--- src/rtl/vram_arbiter.sv ---
// Single-port VRAM arbiter: display fetch has priority, CPU accesses wait via CPU_WAIT_N.
// Define VRAM_STEAL_EN to let a starved CPU steal a display slot (VZ200-style snow).
module vram_arbiter #(
  parameter int AW           = 15,
  parameter int STARVE_LIMIT = 64
) (
  input  logic          PIX_CLK,
  input  logic          RESET_N,
  input  logic          DISP_RD,
  input  logic [AW-1:0] DISP_DA,
  output logic [7:0]    DISP_DD,
  input  logic          CPU_REQ,
  input  logic          CPU_WR,
  input  logic [AW-1:0] CPU_A,
  input  logic [7:0]    CPU_DO,
  output logic [7:0]    CPU_DI,
  output logic          CPU_ACK,
  output logic          CPU_WAIT_N,
  output logic [AW-1:0] RAM_A,
  output logic          RAM_WE,
  output logic [7:0]    RAM_DI,
  input  logic [7:0]    RAM_DO,
  output logic          STEAL
);

  if (STARVE_LIMIT < 1 || STARVE_LIMIT > 255) begin : g_bad_limit
    $error("vram_arbiter: STARVE_LIMIT must be within 1..255");
  end

  typedef enum logic [1:0] {IDLE, PEND, XFER, DONE} state_t;

  state_t        state, state_nxt;
  logic [AW-1:0] req_a;
  logic [7:0]    req_do;
  logic          req_wr;
  logic          cpu_grant;
  logic          disp_grant;
  logic          steal;
  logic          d1;
  logic [7:0]    disp_dd_q;
  logic [7:0]    cpu_di_q;

`ifdef VRAM_STEAL_EN
  logic [7:0] wait_cnt;
  logic       snow_wr;
  logic [7:0] snow_data;

  assign steal = (state == PEND) && DISP_RD && (wait_cnt >= 8'(STARVE_LIMIT));

  always_ff @(posedge PIX_CLK or negedge RESET_N) begin
    if (!RESET_N) begin
      wait_cnt <= 8'd0;
    end else if (state == IDLE && CPU_REQ) begin
      wait_cnt <= 8'd0;
    end else if (state == PEND && !cpu_grant && wait_cnt != 8'hFF) begin
      wait_cnt <= wait_cnt + 8'd1;
    end
  end

  // A stolen write slot shows the CPU's byte on the display, not stale RAM output.
  always_ff @(posedge PIX_CLK or negedge RESET_N) begin
    if (!RESET_N) begin
      snow_wr   <= 1'b0;
      snow_data <= 8'd0;
    end else begin
      snow_wr   <= steal && req_wr;
      snow_data <= req_do;
    end
  end
`else
  assign steal = 1'b0;
`endif

  assign cpu_grant  = (state == PEND) && (!DISP_RD || steal);
  assign disp_grant = RESET_N && DISP_RD && !cpu_grant;

  always_ff @(posedge PIX_CLK or negedge RESET_N) begin
    if (!RESET_N) begin
      state  <= IDLE;
      req_a  <= '0;
      req_do <= 8'd0;
      req_wr <= 1'b0;
    end else begin
      state <= state_nxt;
      if (state == IDLE && CPU_REQ) begin
        req_a  <= CPU_A;
        req_do <= CPU_DO;
        req_wr <= CPU_WR;
      end
    end
  end

  always_comb begin
    state_nxt  = state;
    CPU_ACK    = 1'b0;
    CPU_WAIT_N = 1'b1;
    case (state)
      IDLE: if (CPU_REQ) state_nxt = PEND;
      PEND: begin
        CPU_WAIT_N = 1'b0;
        if (cpu_grant) state_nxt = XFER;
      end
      XFER: begin
        CPU_ACK   = 1'b1;
        state_nxt = DONE;
      end
      DONE: if (!CPU_REQ) state_nxt = IDLE;
      default: state_nxt = IDLE;
    endcase
  end

  always_comb begin
    RAM_A  = '0;
    RAM_WE = 1'b0;
    RAM_DI = 8'd0;
    if (cpu_grant) begin
      RAM_A  = req_a;
      RAM_WE = req_wr;
      RAM_DI = req_do;
    end else if (disp_grant) begin
      RAM_A = DISP_DA;
    end
  end

  // d1 marks that the RAM output in this cycle belongs to a display slot.
  always_ff @(posedge PIX_CLK or negedge RESET_N) begin
    if (!RESET_N) begin
      d1        <= 1'b0;
      disp_dd_q <= 8'd0;
      cpu_di_q  <= 8'd0;
    end else begin
      d1 <= disp_grant || steal;
      if (d1) begin
`ifdef VRAM_STEAL_EN
        disp_dd_q <= snow_wr ? snow_data : RAM_DO;
`else
        disp_dd_q <= RAM_DO;
`endif
      end
      if (state == XFER && !req_wr) cpu_di_q <= RAM_DO;
    end
  end

  // Read data bypasses the register during the ACK cycle so it is valid alongside ACK.
  assign CPU_DI  = (state == XFER && !req_wr) ? RAM_DO : cpu_di_q;
  assign DISP_DD = disp_dd_q;
  assign STEAL   = steal;

endmodule
--- config.mk ---
export PLATFORM = sky130hd
export DESIGN_NAME = vram_arbiter
export DESIGN_NICKNAME = d
export VERILOG_FILES = /design/src/rtl/vram_arbiter.sv
export SDC_FILE = /design/constraint.sdc
export NUM_CORES = 1
export LEC_CHECK = 0
export CAP_MARGIN = 40
export CORE_ASPECT_RATIO = 1.4
export CORE_MARGIN = 5
export CORE_UTILIZATION = 45
export CTS_CLUSTER_DIAMETER = 80
export DETAILED_ROUTE_END_ITERATION = 10
export DONT_BUFFER_PORTS = 1
export GPL_ROUTABILITY_DRIVEN = 0
export PLACE_DENSITY = 0.65
export RECOVER_POWER = 50
export SLEW_MARGIN = 20
export SYNTH_ARGS = -nofsm -noshare
export SYNTH_HDL_FRONTEND = slang
export SYNTH_SLANG_ARGS = --single-unit
--- constraint.sdc ---
create_clock -name PIX_CLK -period 4.7 [get_ports PIX_CLK]
set_clock_uncertainty 0.05 [all_clocks]
set_input_delay 0.47 -clock PIX_CLK [delete_from_list [all_inputs] [get_ports PIX_CLK]]
set_output_delay 0.47 -clock PIX_CLK [all_outputs]
set_load 0.03 [all_outputs]
* Word-level counts from Yosys, hierarchy flattened *
Cells that the tools add are included.

cells by class
  equality and inequality tests = 6
  multiplexer cells = 11
  reduce and logical (&&, ||, !) cells = 10

operators with widths
  cell                                                  number
  2-to-1 mux 15 bit                                     2
  2-to-1 mux 8 bit                                      2
  case mux 2 bit (4 select lines)                       1
  2-to-1 mux 2 bit                                      3
  != test 2 bit (second input constant)                 3
  logical AND 1 bit                                     5
  equality test 2 bit (second input constant)           2
  logical NOT 1 bit                                     3
  2-to-1 mux 1 bit                                      3
  AND reduction 3 bit                                   1
  equality test 2 x 1 -> 1 bit (second input constant)  1
  logical NOT 2 bit                                     1

storage, ports and cells
  logic and storage cells = 34
  register bits after elaboration = 43
  input bits = 51
  output and inout bits = 43

* Depth between registers and ports, before layout *
Gate-level depths: netlist of the first run.

  depth in word-level cells = 6
  mapped depth = 6
  gate-level depth less buffers = 5

* Least setup slack after synthesis of the first run *
OpenSTA, ideal clock, no wires.

  path type = reg2out
  from = register state[1]
  to = output port RAM_A[13]
  required time = 4.180 ns
  cell stages (with the launch flop) = 7
  arrival = 1.565 ns
  setup slack = 2.615 ns
  buffers on the path = 1
  path through = dfrtp_1 > inv_1 > ha_1 > inv_1 > nor2_2 > clkbuf_1 > a22o_1

between the ends
  longest elaborated chain between the ends = 6

RTL lines
  what                              line  RTL
  start: declaration                32    state_t state, state_nxt;
  start signal: assignment          84    state <= state_nxt;
  equality test 2 x 1 -> 1 bit (*)  74    assign cpu_grant = (state == PEND) && (!DISP_RD || steal);
  logical AND 1 bit (*)             74
  logical NOT 1 bit                 75    assign disp_grant = RESET_N && DISP_RD && !cpu_grant;
  logical AND 1 bit                 75
  2-to-1 mux 15 bit                 120   end else if (disp_grant) begin
  2-to-1 mux 15 bit (*)             116   if (cpu_grant) begin
  end: declaration                  19    output logic [AW-1:0] RAM_A,

Every way passes the cells marked *; elsewhere a longest branch is shown, timed or not.

==> results of run 1 <==
[cells by family after synthesis]
logic type,after synthesis,share of synthesized area [%]
buffers and inverters,12,3.02
other,1,0.197
flip-flops,43,56.4
multiplexers,42,24.9
AO/OA/AOI/OAI,16,7.41
AND/OR/NAND/NOR,15,4.79
adder cells (fa/ha/maj),5,3.28
[synthesized netlist by cell type]
master	number	area (sq um)
sky130_fd_sc_hd__mux2i_1	1	10.0
sky130_fd_sc_hd__nand2_2	1	6.26
sky130_fd_sc_hd__a221o_1	1	10.0
sky130_fd_sc_hd__conb_1	1	3.75
sky130_fd_sc_hd__inv_1	3	11.3
sky130_fd_sc_hd__clkbuf_1	1	3.75
sky130_fd_sc_hd__buf_4	1	7.51
sky130_fd_sc_hd__and2_1	10	62.6
sky130_fd_sc_hd__nor2b_1	1	6.26
sky130_fd_sc_hd__dfrtp_1	43	1080
sky130_fd_sc_hd__clkbuf_2	1	5.00
sky130_fd_sc_hd__nor2_1	1	3.75
sky130_fd_sc_hd__ha_1	5	62.6
sky130_fd_sc_hd__a22o_1	15	131
sky130_fd_sc_hd__mux2_2	40	450
sky130_fd_sc_hd__buf_2	6	30.0
sky130_fd_sc_hd__nor2_2	1	6.26
sky130_fd_sc_hd__nand2b_1	1	6.26
sky130_fd_sc_hd__mux2_4	1	15.0
[through the flow]
stage,total power [uW],utilization (%)
4_1_cts,1490,49.2
6_report,1460,48.6
3_3_place_gp,1210,46.0
5_1_grt,1550,48.6
3_5_place_dp,1250,46.4
2_1_floorplan,1160,-
[final timing paths]
path | endpoint | slack, ns | startpoint | cells past startpoint
max reg2reg | req_a[10] | 2.63 | state[0] | 4
min | req_do[6] | 0.28 | CPU_DO[6] | 1
max in group PIX_CLK | RAM_A[3] | 2.09 | state[1] | 6
min in group asynchronous | DISP_DD[3] | 1.37 | RESET_N | 2
max | cpu_di_q[5] | 1.96 | RESET_N | 2
min reg2reg | req_do[1] | 0.45 | req_do[1] | 1
[layout make-up]
| class | instances | area share (%) |
|---|---|---|
| clock buffers | 6 | 4.07 |
| well taps | 45 | 2.78 |
| inverters | 3 | 0.555 |
| multi-input cells | 79 | 37.9 |
| flip-flops and latches | 43 | 53.1 |
| repair buffers | 3 | 1.42 |
| clock inverters | 1 | 0.247 |
[power by group]
| group | switching [uW] | internal, uW |
|---|---|---|
| Sequential | 99.4 | 533 |
| Clock | 110 | 115 |
| Combinational | 371 | 229 |
[flip-flops by register name (all words and copies together) (netlist names)]
register	cells
DISP_DD	8
cpu_di_q	8
d1	1
req_a	15
req_do	8
req_wr	1
state	2
[cells in the final DEF, fill, tap and decap left out, drive strengths merged]
cell type,n
a22o,15
ha,5
inv,3
dfrtp,43
clkinv,1
clkbuf,7
and2,10
nor2,2
mux2i,1
dlygate4sd3,1
buf,1
nor2b,1
a221o,1
nand2,1
mux2,41
nand2b,1
conb,1
[layer usage]
| metal | routed length [um] | part of all wire [%] |
|---|---|---|
| met1 | 1380 | 34 |
| met2 | 2210 | 54 |
| met3 | 449 | 11 |
| met4 | 56 | 1.4 |
| met5 | 0 | 0 |
[timing repair]
action | CTS | global route
hold buffers | 2 | 0
endpoints found under the hold margin | 43 | 0
buffers inserted | 0 | 0
setup endpoints to repair | 0 | 0
gates resized for setup | 0 | 0
==> results.md, run 1 <==
* Status: finished, violations left
* Violations in the final reports: capacitance limit, slew limit
* Filler-free cell count of the finished design at between 150 and 200
* Clock tree from TritonCTS: yes
* Dpl cell area at around 0.0019 sq mm
* Busiest layer in global routing: met2
* Max H-tree Level at 2
* Via count of the routed design at around 1100
* GRT Overall Usage at between 10% and 20%
* Avg Cell Area, Syn at ~14 sq um
* Slowest stage delay, CP at approximately 1.6 ns
* Setup TNS at 0 ns
* Vias per cell at 5.84
* Residual antenna-violating net count after detailed routing at 0
* Final net count at between 150 and 200
* Pleak at just under 0.0009 uW
* Worst setup SP type: input port
* Final wirelength at 4.10 mm
* Setup repair after global routing missed its margin: no
* Time the final worst path needs with I/O delays and setup at roughly 2.7 ns
* Met3 Use GR at approximately 7.1%
* Vertical die dimension at between 80 and 90 um
* Reported max-cap violation count at 1
* Period utilisation layout at a little under 60%
* Critical setup path kind: input port to asynchronous set/reset pin
* Area of the multi-input gates at 768 sq um
* Cells along the critical path: dlygate4sd3_1, clkbuf_1
* Fmax achieved at roughly 370 MHz
* Area delta synth->final at 6.30%
* Critical path fanouts, max at 43
* Number of max-slew violations in the final report at 44
* Floorplan row count at 28
* Clock insertion delay at the later pin of the skew report at about 0.28 ns
* Number of placed instances, taps included at around 170
* Clock-pin slew on the worst setup and hold paths at roughly 0.070 ns
* First-pass GRT wire length at about 6.5 mm
* Count of routing violations after the opening detailed-route iteration at 39
* Worst path slowest cell: sky130_fd_sc_hd__clkbuf_1
* Root Buffer: sky130_fd_sc_hd__clkbuf_8
* CP Data Required Time at approximately 4.6 ns
* Number of global-route vias before repair at 1242
* Worst slack at placement at roughly 2.4 ns
* Number of antenna repair diodes at 0
* Worst-case hold slack at 0.282 ns
* Post-synthesis cell count at between 100 and 150
* Cell area power density at between 700 and 800 mW/mm^2
* Number of sinks handled by clock tree synthesis at 43
* Number of antenna violations at the first check in global routing at 0
* Global routing met1 resource utilization at approximately 17%
* Number of CTS-inserted buffers at 5
* Final hold violation count at 0
* Cell area after layout at roughly 0.002 sq mm
* Total nets after synthesis at 190
* Met2 Resource Use GR at between 20% and 30%
* Total DRC errors in the routed layout at 0
* Class of the tightest hold or removal check: input port to flip-flop
* Num ports at 94
* Filler cells at a little under 400
* Core area at approximately 0.0042 sq mm
* Netlist area before placement at ~0.0019 sq mm
* Data arrival, critical path at 2.62 ns
* Routed wire per std cell at roughly 23 um
* Kind of cell adding the most delay to the critical path: buffers and inverters
* Count of TritonRoute iterations in the first routing pass at 3
* Worst VDD drop at roughly 0.00028 V
* Sequential standard cell area at 0.00108 sq mm
* Distinct cell type count after synthesis at 19
* Worst setup margin at 1.96 ns
* Pin count of the biggest net entering global routing at 44
* Yosys warning count at 0
* Number of register bits inferred by synthesis at 43
* Share of the yosys chip area belonging to registers at between 50 and 60%
* Initial cell density of the core at a little under half
* Pin slew with the least headroom to its limit at between 2 and 2.5 ns
* DIE AREA at around 0.0057 sq mm
* Buffers & Inverters on Critical Path at 2
* Overflow after GRT at 0
* CP endpoint kind: asynchronous set/reset pin
* DP HPWL at between 3 and 4 mm
* Layout cells sized above 1 at a little over a third
* Horizontal extent of the die at roughly 65 um
* Remaining max-slew budget at the tightest pin at -48.6%
* Final setup vio count at 0
* Longest Clk Path Bufs at 2
* Count of input and output buffers at 0
(Power assumes the default switching activity.)
==> run 2: changes to the inputs <==
Clock period 4.7 ns to 2.7 ns, I/O delays scaled along.
==> run 2 against run 1 <==
Sequential power up 72%; combinational power up 73%; non-clock buffer count unchanged; critical endpoint is now RAM_A[3]; the flow now finishes without violations; die area unchanged; hold slack worse by 0.20 ns; clock power up 58%; final cell count down 0.56%; global-route usage up 0.40 points; design area down 0.93%; register-to-register slack worse by 1.9 ns.
==> results.md, run 2 (same netlist as run 1, synthesis figures left out) <==
* GRT Overall Usage at 15.7% (+0.40 points)
* DIE AREA at 0.00566 sq mm (unchanged)
* Floorplan row count at 28 (unchanged)
* Layout cells sized above 1 at 36.6% (+0.27 points)
* Filler-free cell count of the finished design at 179 (-0.56%)
* Total Power at 2490 uW (+71%)
* Post-cts repair resize count at 0 (unchanged)
* Clock insertion delay at the later pin of the skew report at 0.28 ns (about the same)
* Clock tree from TritonCTS: yes
* CP Data Required Time at 2.38 ns (-2.21 ns)
* Count of routing violations after the opening detailed-route iteration at 27 (-31%)
* Num ports at 94 (unchanged)
* Final hold violation count at 0 (unchanged)
* Final setup vio count at 0 (unchanged)
* Count of TritonRoute iterations in the first routing pass at 2 (-1)
* Startpoint of the worst register-to-register path: state[0]
* Area delta synth->final at 5.31%
* Utilization after layout at 48.2% (-0.45 points)
* Worst VDD drop at 0.000557 V (+96%)
* Number of max-slew violations in the final report at 0 (-100%)
* Worst hold stages at 1 (unchanged)
* Number of sinks handled by clock tree synthesis at 43 (unchanged)
* Max reg flops at 15 (unchanged)
* Number of antenna violations at the first check in global routing at 0 (unchanged)
* Number of antenna repair diodes at 0 (unchanged)
* Clock-pin slew on the worst setup and hold paths at 0.07 ns (about the same)
* Worst setup SP type: flip-flop
* Number of global-route vias before repair at 1296 (+4.3%)
* Via count of the routed design at 1067 (+1.4%)
* Residual antenna-violating net count after detailed routing at 0 (unchanged)
* Remaining max-slew budget at the tightest pin at 30.8% (+79 points)
* CP endpoint kind: primary output
* Final wirelength at 4.12 mm (+0.39%)
* Period utilisation layout at 91.1%
* Reg2reg setup slack at 0.72 ns (-1.91 ns)
* Filler cells at 387 (unchanged)
* Critical setup path kind: flip-flop to primary output
* R2R depth at 4 (unchanged)
* Vertical die dimension at 87.0 um (unchanged)
* Routed wire per std cell at 23.0 um (+0.95%)
* Hold worst-path end: req_do[2]
* Core area at 0.00417 sq mm (unchanged)
* Time the final worst path needs with I/O delays and setup at between 2 and 2.5 ns
* Pin slew with the least headroom to its limit at 1.04 ns (-1.19 ns)
* Most flop-heavy register: req_a
* Class of the tightest hold or removal check: input port to flip-flop
* Status: finished clean
* Final net count at 191 (unchanged)
* Pleak at 0.000886 uW (-0.93%)
* Initial cell density of the core at 45.8% (unchanged)
* Fmax achieved at a little over 400 MHz
* Longest Clk Path Bufs at 2 (unchanged)
* Critical path fanouts, max at 15 (-65%)
* Reported max-cap violation count at 0 (-1)
* Setup repair after global routing missed its margin: no
* Horizontal extent of the die at 65.0 um (unchanged)
* Critical hold path startpoint: CPU_DO[2]
* Number of placed instances, taps included at 171 (unchanged)
* Data arrival, critical path at 2.14 ns (-0.48 ns)
* First-pass GRT wire length at 6.62 mm (+2.6%)
* Cell area power density at 1240 mW/mm^2 (+72%)
* Number of CTS-inserted buffers at 5 (unchanged)
* Max H-tree Level at 2 (unchanged)
* Pin count of the biggest net entering global routing at 44 (unchanged)
* Setup TNS at 0 ns (unchanged)
* Overflow after GRT at 0 (unchanged)
* Leading cell type in the layout, fill and taps excluded: sky130_fd_sc_hd__dfrtp_1
* Root Buffer: sky130_fd_sc_hd__clkbuf_8
* Total DRC errors in the routed layout at 0 (unchanged)
* Destination of the worst register-to-register timing path: cpu_di_q[3]
* Most frequent cells in the layout: sky130_fd_sc_hd__dfrtp_1, sky130_fd_sc_hd__mux2_2, sky130_fd_sc_hd__a22o_1
* Vias per cell at 5.96 (+2.0%)
* DP HPWL at 3.18 mm (+2.4%)
* Count of input and output buffers at 0 (unchanged)
-- run 2: cell types whose count changed in the layout (fill, tap and decap cells not counted), sizes merged --
| cell | before | now |
|---|---|---|
| clkinv | 1 | 0 |
-- run 2: cell type report --
class | count | area, sq um | share of cell area (%)
Timing Repair Buffer | 3 | 22.5 | 1.12
Sequential cell | 43 | 1080 | 53.5
Multi-Input combinational cell | 79 | 771 | 38.4
Tap cell | 45 | 56.3 | 2.80
Clock buffer | 6 | 72.6 | 3.61
Inverter | 3 | 11.3 | 0.560
-- run 2: critical path: stages (launching register included) --
cell and delay, ns:
sky130_fd_sc_hd__dfrtp_1 0.42, sky130_fd_sc_hd__inv_1 0.12, sky130_fd_sc_hd__ha_1 0.17, sky130_fd_sc_hd__inv_1 0.16
sky130_fd_sc_hd__nor2_2 0.33, sky130_fd_sc_hd__buf_4 0.28, sky130_fd_sc_hd__a22o_1 0.37
-- run 2: worst max path at each step --
stage / from / end / slack (ns) / depth (start not counted)
floorplan: state[1] / RAM_A[13] / 0.81 / 6
global placement: state[1] / RAM_A[3] / 0.62 / 6
detailed placement: state[1] / RAM_A[3] / 0.52 / 6
CTS: state[1] / RAM_A[3] / 0.19 / 6
global route: state[1] / RAM_A[9] / 0.07 / 6
finish: state[1] / RAM_A[3] / 0.24 / 6
-- run 2: what timing repair did --
action | 4_1_cts | 5_1_grt
setup endpoints to repair | 0 | 0
endpoints found under the hold margin | 43 | 0
hold buffers | 2 | 0
buffers inserted | 0 | 0
-- run 2: through the flow --
| step | cell area (sq um) | setup WS (ns) | hold WS [ns] |
|---|---|---|---|
| floorplan | 1910 | 0.815 | -0.0756 |
| global placement | 1930 | 0.622 | -0.0745 |
| detailed placement | 1930 | 0.522 | -0.0746 |
| CTS | 2030 | 0.193 | 0.0717 |
| global route | 2010 | 0.0709 | 0.0632 |
| finish | 2010 | 0.241 | 0.0843 |
-- run 2: where the power goes --
part           internal, uW  total, uW  switching [uW]  leakage (uW)
registers               927       1090             167      0.000507
logic                   391       1040             646      0.000342
clock network           172        356             184     0.0000371
total                  1490       2490             997      0.000886
-- run 2: layer usage --
metal | vias to the layer above | part of all wire (%) | global-route usage, %
met5 | - | 0 | 0
met4 | 0 | 1.8 | 7.17
met3 | 10 | 12 | 7.88
met2 | 58 | 54 | 27.1
met1 | 532 | 32 | 15.7
li1 | 467 | - | -
